`src/rtl/stopwatch_ctrl.sv`:
```
// Stopwatch control FSM: button-release detection, centisecond prescaler and counter/display sequencing.
// Optional lap mode is built only when STOPWATCH_LAP_EN is defined.
module stopwatch_ctrl #(
  parameter int TICK_DIV = 500000,
  parameter int TICK_W   = 20
) (
  input  logic       clk,
  input  logic       rst_n,
  input  logic       btn_ss,
  input  logic       btn_lr,
  output logic       cnt_inc,
  output logic       cnt_clr,
  output logic       disp_hold,
  output logic [1:0] state
);

  typedef enum logic [1:0] {
    S_IDLE  = 2'b00,
    S_RUN   = 2'b01,
    S_PAUSE = 2'b10,
    S_LAP   = 2'b11
  } state_e;

  localparam logic [TICK_W-1:0] PRESC_TOP = TICK_W'(TICK_DIV - 1);
  localparam logic [TICK_W-1:0] PRESC_ONE = TICK_W'(1);

`ifdef STOPWATCH_LAP_EN
  localparam bit LAP_EN = 1'b1;
`else
  localparam bit LAP_EN = 1'b0;
`endif

  state_e            state_q, state_d;
  logic              ss_q, ss_qq, lr_q, lr_qq;
  logic [TICK_W-1:0] presc_q, presc_d;
  logic              inc_q, inc_d;
  logic              clr_q, clr_d;
  logic              hold_q, hold_d;

  logic ss_ev, lr_ev;
  logic run_now, run_next, presc_top;

  // A release is the history pair seeing high-then-low; presses alone never fire.
  assign ss_ev     = ss_qq & ~ss_q;
  assign lr_ev     = lr_qq & ~lr_q;
  assign presc_top = (presc_q == PRESC_TOP);

  always_comb begin
    state_d = state_q;
    clr_d   = 1'b0;
    case (state_q)
      S_IDLE: begin
        if (ss_ev) begin
          state_d = S_RUN;
        end else if (lr_ev) begin
          clr_d = 1'b1;
        end
      end
      S_RUN: begin
        if (ss_ev) begin
          state_d = S_PAUSE;
        end else if (lr_ev && LAP_EN) begin
          state_d = S_LAP;
        end
      end
      S_PAUSE: begin
        if (ss_ev) begin
          state_d = S_RUN;
        end else if (lr_ev) begin
          state_d = S_IDLE;
          clr_d   = 1'b1;
        end
      end
      S_LAP: begin
        // Without lap support this encoding is illegal and falls back to IDLE.
        if (!LAP_EN) begin
          state_d = S_IDLE;
        end else if (ss_ev) begin
          state_d = S_PAUSE;
        end else if (lr_ev) begin
          state_d = S_RUN;
        end
      end
      default: state_d = S_IDLE;
    endcase
  end

  assign run_now  = (state_q == S_RUN) || (LAP_EN && (state_q == S_LAP));
  assign run_next = (state_d == S_RUN) || (LAP_EN && (state_d == S_LAP));

  // The prescaler only advances on edges that stay in a counting state, so a
  // pause freezes its phase and the edge into PAUSE never emits an increment.
  always_comb begin
    presc_d = presc_q;
    inc_d   = 1'b0;
    if (clr_d || (state_d == S_IDLE)) begin
      presc_d = '0;
    end else if (run_now && run_next) begin
      inc_d   = presc_top;
      presc_d = presc_top ? '0 : (presc_q + PRESC_ONE);
    end
  end

  assign hold_d = LAP_EN && (state_d == S_LAP);

  always_ff @(posedge clk) begin
    if (!rst_n) begin
      state_q <= S_IDLE;
      ss_q    <= 1'b0;
      ss_qq   <= 1'b0;
      lr_q    <= 1'b0;
      lr_qq   <= 1'b0;
      presc_q <= '0;
      inc_q   <= 1'b0;
      clr_q   <= 1'b0;
      hold_q  <= 1'b0;
    end else begin
      state_q <= state_d;
      ss_q    <= btn_ss;
      ss_qq   <= ss_q;
      lr_q    <= btn_lr;
      lr_qq   <= lr_q;
      presc_q <= presc_d;
      inc_q   <= inc_d;
      clr_q   <= clr_d;
      hold_q  <= hold_d;
    end
  end

  assign cnt_inc   = inc_q;
  assign cnt_clr   = clr_q;
  assign disp_hold = hold_q;
  assign state     = state_q;

endmodule

```
`config.mk`:
```
export PLATFORM = sky130hd
export DESIGN_NAME = stopwatch_ctrl
export DESIGN_NICKNAME = d
export VERILOG_FILES = /design/src/rtl/stopwatch_ctrl.sv
export SDC_FILE = /design/constraint.sdc
export NUM_CORES = 1
export LEC_CHECK = 0
export CAP_MARGIN = 0
export CORE_UTILIZATION = 30
export CTS_BUF_LIST = sky130_fd_sc_hd__clkbuf_8
export DETAILED_ROUTE_END_ITERATION = 8
export GPL_TIMING_DRIVEN = 0
export PLACE_DENSITY_LB_ADDON = 0.2
export SYNTH_ARGS = -nofsm -noshare
export SYNTH_HDL_FRONTEND = slang
export SYNTH_SLANG_ARGS = --single-unit
```
`constraint.sdc`:
```
create_clock -name clk -period 2 [get_ports clk]
set_input_delay 0.4 -clock clk [delete_from_list [all_inputs] [get_ports clk]]
set_output_delay 0.4 -clock clk [all_outputs]
set_load 0.02 [all_outputs]
```
==> reports/summary.txt, run 1 <==
hpwl dp = 1.909 mm
routed length per instance = 12.19 µm
num ports = 9
number of enable flip-flop cells after synthesis = 0
Clock Latency Late Sink = 0.28 ns
Core ar. = 4086 µm²
Int Power = 0.0007590 W
CTS buffer count = 3
area of the mapped netlist = 1310 µm²
critical path type = flop to primary output
Die Width = 68.08 µm
CP cell instances = clkdlybuf4s50_1
Worst path max stage delay = 0.65 ns
final hold violation count = 0
via count = 1067
PostCTS Resize Cnt = 0
sequential cell area fraction in the yosys report = 42.79%
Flop pwr share = 58.5%
slowest CP cell = clkdlybuf4s50_1
antenna cells = 0
critical path capture point type = primary output
GRT Total Usage = 12.57%
Synth Flop Type = dfxtp_1
worst vdd ir = 337.2 µV
via-per-instance ratio = 4.963
post-synth top area share = 42.79%
drt total wl = 2.620 mm
Syn Nets = 159
Yosys warnings = 0
Die Footprint = 4635 µm²
crit path max fanout = 7
CTS tree = built
hold buffer count at CTS = 0
gp weighted congestion = 0.8558
CTS Root Cell = clkbuf_8
initial antenna violation count = 0
async set or reset register ratio after synthesis = 0%
cell taking the most area after synthesis = dfxtp_1
CTS H-tree depth = 1
Max Fclk = 561.8 MHz
status = complete, no violations
Unique masters post-synth = 38
Final period util = 89.00%
CP Data Required Time = 1.60 ns
fill count = 437
drt drc = 0
CP startpoint kind = flop
nets = 171
top cells by count, synth = dfxtp_1, nor2_1, nand2_1
clock power share = 36.9%
Min Hold Slack = 0.4628 ns
layout cell share with drive strength beyond 1 = 10.30%
Rows = 23
post-route ant nets = 0
kind of cell adding the most delay to the critical path = buffers and inverters
switching pwr = 0.0002109 W
WP buf/inv = 1
Area growth syn-to-layout = 14.33%
Lkg Pwr = 0.4930 nW
Crit path arrival time = 1.38 ns
Max Clock Skew = 0.007002 ns
CTS max path bufs = 2
1st-pass router iterations = 4
switching fraction of total power = 21.74%
Synth Instances = 154
Setup Fix Bufs, Post-CTS = 0
# clock sinks = 28
synth top area cells = dfxtp_1, xor2_1, nor2_1
largest net degree at the start of global routing = 16
Logic pwr share = 4.6%
Slew Limit Fails = 0
Initial Util = 32.06%
#FFs+latches synth = 28
PortBufs = 7
power per cell area = 647.6 nW/µm²
clk slew on worst S/H paths = 0.09 ns
max-cap viol count = 0
synthesized area per cell = 8.507 µm²
setup violators final = 0
DIE HEIGHT = 68.08 µm
most frequent cell after synthesis = dfxtp_1
TNS Setup = 0 ns
first-pass GRT wire length = 4.485 mm
global route total overflow = 0
minimum clock period = 1.780 ns
RSZ-0062 raised after global routing = no
initial drt markers = 27
vias in the first global route = 991
worst hold path type = flop to flop
cell families (layout without fill, tap and decap cells):
group	after synthesis	count (layout)	synth area share, %
and+or+nand+nor	91	91	38.11
other	1	1	0.2863
xor gates and xnor gates	14	14	9.360
adders and majority gates	1	1	0.9550
buffers and inverters	7	18	2.960
AOI/OAI and AO/OA	12	12	5.540
DFF	28	28	42.79
state kept, by name, indices dropped and copies added, names as in the netlist:
| name | flops |
|---|---|
| presc_q | 20 |
| cnt_clr | 1 |
| ss_qq | 1 |
| ss_q | 1 |
| cnt_inc | 1 |
| lr_q | 1 |
| state | 2 |
| lr_qq | 1 |
area by class of cell:
cell class / instances / area, µm² / area share (%)
Buffer: 4 / 27.53 / 1.838
Clock buffer: 4 / 55.05 / 3.676
Inverter: 3 / 11.26 / 0.7519
Multi-Input combinational cell: 119 / 710.7 / 47.45
Sequential cell: 28 / 560.5 / 37.43
Tap cell: 50 / 62.56 / 4.177
Timing Repair Buffer: 7 / 70.07 / 4.678
per-stage QoR:
step           utilization [%]  cell area, µm²  setup WS [ns]  total power [W]  std cells
2_1_floorplan                -            1310         0.4566        0.0006084        154
4_1_cts                  36.65            1498         0.2140        0.0009766        215
3_5_place_dp             35.30            1443        0.08124        0.0006257        211
6_report                 36.65            1498         0.2199        0.0009699        215
3_3_place_gp             35.30            1443         0.1291        0.0006238        211
5_1_grt                  36.65            1498         0.1503         0.001005        215
power by group through the flow:
stage               clock (W)  combinational [W]  sequential [W]
CTS                  0.000364          0.0000453        0.000567
finish               0.000358          0.0000450        0.000567
floorplan                   0          0.0000272        0.000581
global placement            0          0.0000438        0.000580
global route         0.000387          0.0000492        0.000568
detailed placement          0          0.0000453        0.000580
placed cells by master (no fill, tap or decap), types with 2 or more instances in the layout:
cell              n
and2_1            4
a21oi_1           8
dfxtp_1          28
xnor2_1           2
nand2b_1          2
xor2_1           12
nand4_1           4
nor2_1           27
and3_1            3
clkbuf_8          4
nor3_1            5
nand3_1          12
nor4_1            2
inv_1             3
and4_1            3
clkdlybuf4s50_1   7
nand2_1          15
nor4b_1           2
per-layer routing:
layer  global-route usage (%)  vias up  part of all wire [%]
li1                         -      544                     -
met3                    2.167        6                   3.4
met1                    17.15      498                    51
met5                        0        -                     0
met2                    19.00       19                    44
met4                    5.990        0                   2.2
path summary, 6_finish.rpt:
check	start	end	slack [ns]	cells after the start
setup / recovery	state[0]	state[0]	0.22	1
hold / removal	lr_q	cnt_clr	0.46	1
setup reg to reg	presc_q[0]	presc_q[14]	0.30	8
hold reg to reg	lr_q	cnt_clr	0.46	1
Note: power is estimated with default switching activity, not from simulation.
==> run 2, diff against run 1 <==
--- a/config.mk
+++ b/config.mk
@@ -7,10 +7,9 @@
 export LEC_CHECK = 0
 export CAP_MARGIN = 0
 export CORE_UTILIZATION = 30
-export CTS_BUF_LIST = sky130_fd_sc_hd__clkbuf_8
 export DETAILED_ROUTE_END_ITERATION = 8
 export GPL_TIMING_DRIVEN = 0
-export PLACE_DENSITY_LB_ADDON = 0.2
+export PLACE_DENSITY = 0.51
 export SYNTH_ARGS = -nofsm -noshare
 export SYNTH_HDL_FRONTEND = slang
 export SYNTH_SLANG_ARGS = --single-unit
==> constraint.sdc (replaced) <==
create_clock -name clk -period 2 [get_ports clk]
set_input_delay 0.6 -clock clk [delete_from_list [all_inputs] [get_ports clk]]
set_output_delay 0.6 -clock clk [all_outputs]
set_load 0.02 [all_outputs]
==> reports/summary.txt, run 2 (synthesis results as in run 1) <==
kind of cell adding the most delay to the critical path = buffers and inverters
Hold Path Stages = 2 (+1)
crit path max fanout = 5 (-2)
CTS Root Cell = clkbuf_8
HP Start = lr_qq
Largest register FFs = 20 (unchanged)
R2R Path Start = presc_q[0]
CP cell instances = clkdlybuf4s50_1
worst vdd ir = 257.9 µV (-24%)
Initial Util = 32.06% (unchanged)
RSZ-0062 raised after global routing = no
initial drt markers = 23 (-15%)
Max Clock Skew = 0.007853 ns (+0.0008518 ns)
CTS tree = built
hold buffer count at CTS = 0 (unchanged)
CTS H-tree depth = 1 (unchanged)
most frequent cells in the layout = nor2_1, dfxtp_1, nand2_1
minimum clock period = 1.917 ns (+0.1371 ns)
Final period util = 95.86% (+6.9 points)
layout cell share with drive strength beyond 1 = 10.91% (+0.61 points)
Max Fclk = 521.6 MHz (-7.1%)
TNS Setup = 0 ns (unchanged)
CTS buffer count = 3 (unchanged)
Biggest register = presc_q
largest net degree at the start of global routing = 17 (+1)
vias in the first global route = 1053 (+6.3%)
Crit path arrival time = 1.32 ns (-0.06 ns)
Area growth syn-to-layout = 15.66%
Die Footprint = 4635 µm² (unchanged)
max-cap viol count = 0 (unchanged)
final hold violation count = 0 (unchanged)
gp weighted congestion = 0.8515 (-0.50%)
power per cell area = 703.6 nW/µm² (+8.6%)
1st-pass router iterations = 4 (unchanged)
fill count = 428 (-2.1%)
drt drc = 0 (unchanged)
Die Width = 68.08 µm (unchanged)
Core ar. = 4086 µm² (unchanged)
worst hold path type = flop to flop
PortBufs = 7 (unchanged)
R2R setup slack = 0.29 ns (about the same)
Min Hold Slack = 0.4501 ns (-0.01271 ns)
DIE HEIGHT = 68.08 µm (unchanged)
Slew Limit Fails = 0 (unchanged)
nets = 171 (unchanged)
Lkg Pwr = 0.5003 nW (+1.5%)
num ports = 9 (unchanged)
hpwl dp = 1.900 mm (-0.49%)
fin area = 1515 µm² (+1.2%)
CP startpoint kind = flop
Rows = 23 (unchanged)
CTS max path bufs = 2 (unchanged)
Worst path max stage delay = 0.64 ns (about the same)
CP Data Required Time = 1.40 ns (-0.20 ns)
via-per-instance ratio = 4.870 (-1.9%)
Clock Latency Late Sink = 0.28 ns (about the same)
critical path capture point type = primary output
initial antenna violation count = 0 (unchanged)
global route total overflow = 0 (unchanged)
final total power = 0.001066 W (+9.9%)
reg2reg path depth = 8 (unchanged)
via count = 1047 (-1.9%)
Setup Fix Bufs, Post-CTS = 0 (unchanged)
post-route ant nets = 0 (unchanged)
Final Util = 37.08% (+0.43 points)
hold path endpoint = cnt_clr
first-pass GRT wire length = 4.616 mm (+2.9%)
antenna cells = 0 (unchanged)
clk slew on worst S/H paths = 0.10 ns (about the same)
placed cell area = 1443 µm² (unchanged)
# clock sinks = 28 (unchanged)
setup violators final = 0 (unchanged)
status = complete, no violations
WP buf/inv = 1 (unchanged)
critical path type = flop to primary output
Reg2Reg Capture Point = presc_q[14]
routed length per instance = 11.97 µm (-1.8%)
drt total wl = 2.574 mm (-1.8%)
slowest CP cell = clkdlybuf4s50_1
GRT Total Usage = 13.37% (+0.80 points)
## run 2: cell types whose count changed in the layout (fill, tap and decap cells not counted)
cell,previous run,this run
dfxtp_1,28,27
clkbuf_8,4,3
bufinv_16,0,1
dfxtp_2,0,1
## run 2: timing repair
item	4_1_cts	5_1_grt
setup endpoints to repair	0	1
gates resized for setup	0	1
hold endpoints to repair	0	0
## run 2: worst max path at each step
stage | from | end | slack [ns] | cells past startpoint
floorplan | state[0] | presc_q[13] | 0.46 | 5
global placement | rst_n | presc_q[1] | -0.07 | 5
detailed placement | rst_n | presc_q[3] | -0.10 | 5
CTS | state[0] | state[0] | 0.001 | 1
global route | state[1] | state[1] | 0.01 | 1
finish | state[1] | state[1] | 0.08 | 1
## run 2: layout make-up
cell class,instances,area (µm²),share of cell area (%)
Multi-Input combinational cell,119,710.7,46.90
Tap cell,50,62.56,4.129
Inverter,3,11.26,0.7432
Sequential cell,28,561.8,37.08
Timing Repair Buffer,7,70.07,4.624
Clock buffer,3,41.29,2.725
Clock inverter,1,30.03,1.982
Buffer,4,27.53,1.817
## run 2: metrics by stage
stage                     instances  setup slack (ns)
after global placement          211          -0.06969
after detailed placement        211           -0.1008
after floorplan                 154            0.4566
after CTS                       215          0.001221
final                           215           0.08284
after global routing            215           0.01247
## run 2: layer usage
layer  vias to the layer above  GRT usage [%]  wire length, µm
met3                         4          2.833               80
met2                        20          20.47             1165
met5                         -              0                0
met1                       477          16.94             1276
met4                         0          8.333               51
li1                        546              -                -
## run 2: report_power, final
part           total (W)  internal [W]  leakage (nW)  switching, W
logic          0.0000442     0.0000199         0.238     0.0000244
registers       0.000567      0.000563         0.227    0.00000466
clock network   0.000454      0.000268        0.0357      0.000186
total            0.00107      0.000851         0.500      0.000215
==> run 3, diff against run 2 <==
--- a/config.mk
+++ b/config.mk
@@ -6,10 +6,12 @@
 export NUM_CORES = 1
 export LEC_CHECK = 0
 export CAP_MARGIN = 0
-export CORE_UTILIZATION = 30
+export CORE_UTILIZATION = 25
+export CTS_BUF_LIST = sky130_fd_sc_hd__clkbuf_2 sky130_fd_sc_hd__clkbuf_4 sky130_fd_sc_hd__clkbuf_8
 export DETAILED_ROUTE_END_ITERATION = 8
 export GPL_TIMING_DRIVEN = 0
-export PLACE_DENSITY = 0.51
+export PLACE_DENSITY = 0.45
+export SLEW_MARGIN = 10
 export SYNTH_ARGS = -nofsm -noshare
 export SYNTH_HDL_FRONTEND = slang
 export SYNTH_SLANG_ARGS = --single-unit
==> reports/summary.txt, run 3 (synthesis results as in run 1) <==
reg2reg path depth = 8 (unchanged)
largest net degree at the start of global routing = 17 (unchanged)
1st-pass router iterations = 4 (unchanged)
final hold violation count = 0 (unchanged)
Reg2Reg Capture Point = presc_q[17]
initial antenna violation count = 0 (unchanged)
WP buf/inv = 1 (unchanged)
placed insts = 228 (+8.1%)
Largest register FFs = 20 (unchanged)
CP startpoint kind = flop
# clock sinks = 28 (unchanged)
setup violators final = 0 (unchanged)
Final period util = 94.53% (-1.3 points)
Core ar. = 4880 µm² (+19%)
status = complete, no violations
Initial Util = 26.85% (-5.2 points)
CTS Root Cell = clkbuf_8
Layout Cells excl Fill = 232 (+7.9%)
setup ws final = 0.1093 ns (+0.02648 ns)
Min Hold Slack = 0.4421 ns (-0.007995 ns)
R2R setup slack = 0.28 ns (about the same)
routed length per instance = 11.39 µm (-4.9%)
R2R Path Start = presc_q[0]
critical path type = flop to primary output
CTS buffer count = 3 (unchanged)
Slew Limit Fails = 0 (unchanged)
first-pass GRT wire length = 4.878 mm (+5.7%)
Worst path max stage delay = 0.63 ns (about the same)
global route total overflow = 0 (unchanged)
critical path capture point type = primary output
layout cell share with drive strength beyond 1 = 10.30% (-0.61 points)
max-cap viol count = 0 (unchanged)
Hold Path Stages = 1 (-1)
CTS max path bufs = 2 (unchanged)
worst vdd ir = 265.4 µV (+2.9%)
Setup Fix Bufs, Post-CTS = 0 (unchanged)
final total power = 0.001052 W (-1.3%)
HP Start = lr_q
CP cell instances = clkdlybuf4s50_1
commonest non-fill, non-tap cell in the layout = dfxtp_1
via count = 1057 (+0.96%)
drt drc = 0 (unchanged)
hpwl dp = 2.006 mm (+5.6%)
CP Data Required Time = 1.40 ns (about the same)
vias in the first global route = 1027 (-2.5%)
crit path max fanout = 5 (unchanged)
GRT Total Usage = 11.57% (-1.8 points)
slowest CP cell = clkdlybuf4s50_1
worst hold path type = flop to flop
CTS tree = built
fill count = 537 (+25%)
hold buffer count at CTS = 0 (unchanged)
clk slew on worst S/H paths = 0.09 ns (about the same)
gp weighted congestion = 0.7935 (-6.8%)
Crit path depth = 1 (unchanged)
Lkg Pwr = 0.5172 nW (+3.4%)
drt total wl = 2.642 mm (+2.6%)
Biggest register = presc_q
num ports = 9 (unchanged)
Die Width = 74.39 µm (+9.3%)
most frequent cells in the layout = dfxtp_1, nor2_1, nand2_1
Crit path arrival time = 1.29 ns (-0.03 ns)
minimum clock period = 1.891 ns (-0.02648 ns)
via-per-instance ratio = 4.556 (-6.4%)
antenna cells = 0 (unchanged)
PortBufs = 7 (unchanged)
nets = 171 (unchanged)
CTS H-tree depth = 1 (unchanged)
Clock Latency Late Sink = 0.27 ns (about the same)
Die Footprint = 5534 µm² (+19%)
DIE HEIGHT = 74.39 µm (+9.3%)
Max Clock Skew = 0.004313 ns (-0.003540 ns)
initial drt markers = 62 (+170%)
post-route ant nets = 0 (unchanged)
RSZ-0062 raised after global routing = no
placed cell area = 1464 µm² (+1.5%)
Area growth syn-to-layout = 17.38%
Place WS = -0.1421 ns (-0.04125 ns)
hold path endpoint = cnt_clr
Max Fclk = 528.9 MHz (+1.4%)
kind of cell adding the most delay to the critical path = buffers and inverters
power per cell area = 684.1 nW/µm² (-2.8%)
Rows = 25 (+8.7%)
fin area = 1538 µm² (+1.5%)
[run 3: cell count changes in the layout (fill, tap and decap cells not counted)]
cell             previous run  this run
dfxtp_2                     1         0
dfxtp_1                    27        28
dlymetal6s2s_1              0         1
clkdlybuf4s50_1             7         6
[run 3: power breakdown]
| group | total, W | leakage, nW | internal [W] | switching, W |
|---|---|---|---|---|
| logic | 0.0000439 | 0.255 | 0.0000196 | 0.0000243 |
| clock network | 0.000441 | 0.0357 | 0.000268 | 0.000173 |
| registers | 0.000567 | 0.226 | 0.000563 | 0.00000453 |
| total | 0.00105 | 0.517 | 0.000850 | 0.000202 |
[run 3: worst max path at each step]
stage	to	slack, ns	startpoint
after global routing	presc_q[1]	0.05	rst_n
final	state[1]	0.11	state[1]
after detailed placement	presc_q[1]	-0.14	rst_n
after floorplan	presc_q[13]	0.46	state[0]
after CTS	state[0]	0.009	state[0]
after global placement	presc_q[1]	-0.1	rst_n
[run 3: repair_timing]
| action | 4_1_cts | 5_1_grt |
|---|---|---|
| gates resized for setup | 0 | 1 |
| setup endpoints to repair | 0 | 1 |
| hold endpoints to repair | 0 | 0 |
[run 3: layer usage]
layer  wire length [µm]  GRT usage (%)
met3                 43          2.033
met2               1192          17.02
met1               1372          16.24
met4                 33          5.660
met5                  0              0
[run 3: final cells by class]
| type | count | area, µm² | area share, % |
|---|---|---|---|
| inverter | 3 | 11.26 | 0.7323 |
| buffer | 4 | 27.53 | 1.790 |
| tap | 67 | 83.83 | 5.452 |
| clock inverter | 1 | 30.03 | 1.953 |
| sequential | 28 | 560.5 | 36.45 |
| clock buffer | 3 | 41.29 | 2.685 |
| timing repair buffer | 7 | 72.57 | 4.719 |
| multi-input combinational | 119 | 710.7 | 46.22 |
[run 3: through the flow]
step	util, %	TNS (ns)
after floorplan	-	0
after global placement	30.00	-1.265
after detailed placement	30.00	-1.792
after CTS	31.46	0
after global routing	31.51	0
final	31.51	0
